## config.mk

```make
export PLATFORM = sky130hd
export DESIGN_NAME = gate_sweep_unit
export DESIGN_NICKNAME = d
export VERILOG_FILES = /design/src/rtl/gate_sweep_unit.sv
export SDC_FILE = /design/constraint.sdc
export NUM_CORES = 1
export LEC_CHECK = 0
export CAP_MARGIN = 20
export CORE_ASPECT_RATIO = 2
export CORE_MARGIN = 1
export CORE_UTILIZATION = 40
export CTS_CLUSTER_DIAMETER = 60
export DETAILED_ROUTE_END_ITERATION = 8
export PLACE_DENSITY = 0.68
export REMOVE_ABC_BUFFERS = 1
export SETUP_SLACK_MARGIN = 0.3
export SYNTH_ARGS = -nofsm -noshare
export SYNTH_HDL_FRONTEND = slang
export SYNTH_SLANG_ARGS = --single-unit
export TNS_END_PERCENT = 20
```

## constraint.sdc

```tcl
create_clock -name clk -period 3.2 [get_ports clk]
set_input_delay 0.64 -clock clk [delete_from_list [all_inputs] [get_ports clk]]
set_output_delay 0.64 -clock clk [all_outputs]
set_load 0.05 [all_outputs]
```

## src/rtl/gate_sweep_unit.sv

```systemverilog
// gate_sweep_unit: registered WIDTH-bit logic unit with eight selectable gate
// functions, a one-entry valid/ready output register, and a built-in SWEEP
// mode. SWEEP walks every (a, b) operand pair, streams each result out, and
// accumulates the sum of all transferred results in sig.
module gate_sweep_unit #(
    parameter int WIDTH = 4
) (
    input  logic               clk,
    input  logic               rst_n,
    input  logic [2:0]         op,
    input  logic [WIDTH-1:0]   a,
    input  logic [WIDTH-1:0]   b,
    input  logic               in_valid,
    output logic               in_ready,
    input  logic               start,
    output logic [WIDTH-1:0]   y,
    output logic               out_valid,
    input  logic               out_ready,
    output logic               busy,
    output logic               done,
    output logic [3*WIDTH-1:0] sig
);

    typedef enum logic [1:0] {IDLE, SWEEP, FLUSH} state_t;

    state_t               state_reg;
    state_t               state_next;
    logic [2*WIDTH-1:0]   cnt_reg;
    logic [2:0]           sweep_op_reg;
    logic [WIDTH-1:0]     y_reg;
    logic                 out_valid_reg;
    logic                 done_reg;
    logic [3*WIDTH-1:0]   sig_reg;

    logic [WIDTH-1:0]     pass_y;
    logic [WIDTH-1:0]     sweep_y;
    logic                 slot_free;
    logic                 start_ok;
    logic                 accept;
    logic                 sweep_load;
    logic                 xfer;
    logic                 cnt_last;

    // One gate evaluated on a single bit pair.
    function automatic logic gate_bit(input logic [2:0] sel, input logic x, input logic z);
        logic r;
        r = 1'b0;
        case (sel)
            3'd0:    r = x;
            3'd1:    r = ~x;
            3'd2:    r = x & z;
            3'd3:    r = x | z;
            3'd4:    r = ~(x & z);
            3'd5:    r = ~(x | z);
            3'd6:    r = x ^ z;
            default: r = ~(x ^ z);
        endcase
        return r;
    endfunction

    // Bit-sliced gate array: one for external operands, one for the sweep counter.
    generate
        for (genvar gi = 0; gi < WIDTH; gi++) begin : g_bit
            assign pass_y[gi]  = gate_bit(op, a[gi], b[gi]);
            assign sweep_y[gi] = gate_bit(sweep_op_reg, cnt_reg[WIDTH+gi], cnt_reg[gi]);
        end
    endgenerate

    // The output slot can take a new word if it is empty or being drained now.
    assign slot_free  = ~out_valid_reg | out_ready;
    assign xfer       = out_valid_reg & out_ready;
    // A sweep may only begin from an empty output slot so sig sees sweep words only.
    assign start_ok   = (state_reg == IDLE) & start & ~out_valid_reg;
    assign accept     = in_valid & in_ready;
    assign sweep_load = (state_reg == SWEEP) & slot_free;
    assign cnt_last   = &cnt_reg;

    // State register.
    always_ff @(posedge clk or negedge rst_n) begin
        if (!rst_n) state_reg <= IDLE;
        else        state_reg <= state_next;
    end

    // Next-state logic.
    always_comb begin
        state_next = state_reg;
        case (state_reg)
            IDLE:    if (start_ok)              state_next = SWEEP;
            SWEEP:   if (sweep_load && cnt_last) state_next = FLUSH;
            FLUSH:   if (xfer)                  state_next = IDLE;
            default:                            state_next = IDLE;
        endcase
    end

    // FSM outputs; start takes priority over a word offered in the same cycle.
    always_comb begin
        busy     = (state_reg != IDLE);
        in_ready = (state_reg == IDLE) & ~start & slot_free;
    end

    // Datapath: output register, sweep counter, latched op, signature, done pulse.
    always_ff @(posedge clk or negedge rst_n) begin
        if (!rst_n) begin
            y_reg         <= '0;
            out_valid_reg <= 1'b0;
            done_reg      <= 1'b0;
            sig_reg       <= '0;
            cnt_reg       <= '0;
            sweep_op_reg  <= '0;
        end else begin
            done_reg <= (state_reg == FLUSH) & xfer;

            if (accept) begin
                y_reg         <= pass_y;
                out_valid_reg <= 1'b1;
            end else if (sweep_load) begin
                y_reg         <= sweep_y;
                out_valid_reg <= 1'b1;
            end else if (xfer) begin
                out_valid_reg <= 1'b0;
            end

            if (start_ok) begin
                cnt_reg      <= '0;
                sweep_op_reg <= op;
            end else if (sweep_load) begin
                // Wraps to zero naturally after the all-ones word.
                cnt_reg <= cnt_reg + {{(2*WIDTH-1){1'b0}}, 1'b1};
            end

            if (start_ok)
                sig_reg <= '0;
            else if (xfer && (state_reg != IDLE))
                sig_reg <= sig_reg + {{(2*WIDTH){1'b0}}, y_reg};
        end
    end

    assign y         = y_reg;
    assign out_valid = out_valid_reg;
    assign done      = done_reg;
    assign sig       = sig_reg;

endmodule

```

==> impl_metrics.toml <==
[floorplanning]
fp.coreArea_sq_mm = 0.00576
dieArea_sq_mm = 0.00638
die-width_microns = 57.0
die_h_microns = 112
core.rowCount = 39
start_util_pct = 42.0
io_pins = 36

[synth]
ys_ff_latch = 31
ys_top_cells_by_area = "dfrtp_1 (32%), ha_1 (11%), mux2i_1 (5.4%)"
synth_cell_type_count = 50
avgSynthCellArea_sq_um = 8.67
synth-edff-count = 0
synth-async-reset-ratio_pct = 100
synth_cells = 279
yosysTopAreaCell = "dfrtp_1"
synth_top_area_share_pct = 32.1
synth_most_common_cell = "nand2_1"
ys.warnings.count = 0
synth_area_sq_mm = 0.00242
synth-seq-area-share_pct = 32.1
synth_flop_cell = "dfrtp_1"
synth_common_cells = "nand2_1 (34), dfrtp_1 (31), nor2_1 (27)"

[placement]
dp_cells = 365
hpwl_microns = 3990
dpl_worst_slack_ns = 0.520
gp_congestion = 0.769
portBuffers = 35

[worst_setup_path]
critPathMaxStageDelay_ns = 0.50
critPathLaunchType = "input pin"
reg2reg_from = "out_valid$_DFFE_PN0P_"
critPathRequiredTime_ns = 2.56
path_class = "input pin to output pin"
path_buf_inv = 2
slowest_stage = "nor4_1"
crit_family = "buffers and inverters"
cp-startpoint = "out_ready"
end_kind = "output pin"
worst-path-max-fanout = 6
cp.arrival_ns = 1.93
crit_chain = "clkdlybuf4s50_1, nor2b_1, nor4_1, buf_12"

[cts]
cts_buffers = 5
cts_hold_buffers = 0
cts-root-buf = "clkbuf_16"
postCtsSetupBuffers = 0
insertion_delay_ns = 0.28
cts-resized-gates = 0
cts_sinks = 31
clkSlewWorstSetupHoldPaths_ns = 0.05
tritoncts = "built"
htree_levels = 2
ctsLongestPathBuffers = 2

[routing]
first_pass_iters = 6
avgViaCountPerCell = 5.58
vias = 2082
final_antenna_net_count = 0
drtIter0Drc = 85
wire_per_inst_microns = 14.1
drc_errors = 7
routed_wl_microns = 5260

[sta]
finalHoldViolCount = 0
tightest_slew_ns = 0.787
min_period_ns = 2.57
setup_ws_ns = 0.633
finalClockSkew_ns = 0.00377
rsz0062_at_grt = "false"
timing.final.crit_share_pct = 80.2
timing.fmax_mhz = 390
finalSetupViolCount = 0
slew-limit-headroom_pct = 47.4
slew_viol_final = 0
worst_hold_slack_ns = 0.487

[grt]
grt_usage_pct = 18.4
first_global_vias = 2095
grt_max_degree = 32
antenna_found_initial = 0
globalRoute.totalOverflow = 0
grt_first_pass_wirelength_microns = 9090

[final_layout]
antenna_cells = 0
num-fill-cells = 548
drive_gt1_share_pct = 6.09
layout-area-overhead-vs-synth_pct = 21.0
nNetsFinal = 349
fin_util_pct = 50.8
largest_reg_flops = 12
stdcell_count = 373

[pwr]
p_leak_nw = 1.34
power_density_mw_per_mm2 = 991
ir_drop_mv = 0.260
power.total_w = 0.00290

[run]
drv_cap = 0

[hold_path]
hp-start = "sig[7]$_DFFE_PN0P_"
hold_class = "register to register"

[run_status]
outcome = "finished, violations left"
violations = "DRC"
[worst paths after layout]
kind,to,slack [ns],cells past startpoint
worst max-delay path,in_ready,0.63,4
worst min-delay path,sig[7]$_DFFE_PN0P_,0.49,1
worst max register to register,y[1]$_DFFE_PN0P_,1.21,5
worst min register to register,sig[7]$_DFFE_PN0P_,0.49,1
max in group asynchronous,y[0]$_DFFE_PN0P_,2.13,2
min in group asynchronous,cnt_reg[1]$_DFFE_PN0P_,0.76,2
[layer usage]
layer / up-vias / global-route usage, % / wire, microns
li1: 1041 / - / -
met1: 1006 / 17.9 / 1980
met2: 26 / 34.2 / 3030
met3: 9 / 3.60 / 94
met4: 0 / 11.1 / 161
met5: - / 0 / 0
[cells by family after synthesis]
kind of cell	share of synthesized area [%]
AND/OR/NAND/NOR	20.9
adder cells (fa/ha/maj)	11.7
buffers and inverters	7.55
flip-flops	32.1
XOR/XNOR	3.62
AO/OA/AOI/OAI	16.0
multiplexers	8.17
[final cells by class]
type                    count  area (sq um)  area share [%]
repair buffers             38           383            13.1
clock buffers               7           133            4.53
well taps                  61          76.3            2.61
flip-flops and latches     31           776            26.5
inverters                  25          93.8            3.21
clock inverters             1          5.00           0.171
multi-input cells         210          1460            49.9
[cells in the final DEF, fill, tap and decap left out, types with 3 or more instances in the layout]
master            n
a21oi_1          10
ha_1             21
o211ai_1          3
clkbuf_16         5
clkdlybuf4s50_1  34
nand3_1           9
nor3_1            4
a211oi_1          4
nand2_1          34
buf_4             3
dfrtp_1          31
nand2b_1          5
inv_1            25
nor4_1            3
mux2i_1          13
nand4_1           3
nor2b_1           6
nor2_1           27
o21ai_0          17
xnor2_1           9
and3_1            3
[worst register-to-register path, cell delays in order (launching register included)]
cell and delay [ns]:
dfrtp_1 0.41, nor2b_1 0.20, nor4_1 0.50, nand2_1 0.39, a211oi_1 0.28, a221oi_1 0.07
[power by group]
| group | internal, W | switching [W] | leakage (nW) |
|---|---|---|---|
| Sequential | 0.000556 | 0.000262 | 0.379 |
| Clock | 0.000287 | 0.000166 | 0.0679 |
| Combinational | 0.000701 | 0.000928 | 0.892 |
| Total | 0.00154 | 0.00136 | 1.34 |
[metrics by stage]
stage | area, sq um | setup TNS [ns]
6_report | 2930 | 0
5_1_grt | 2930 | 0
4_1_cts | 2930 | 0
3_5_place_dp | 2790 | 0
3_3_place_gp | 2790 | 0
2_1_floorplan | 2330 | -0.118
Note: power is estimated with default switching activity, not from simulation.
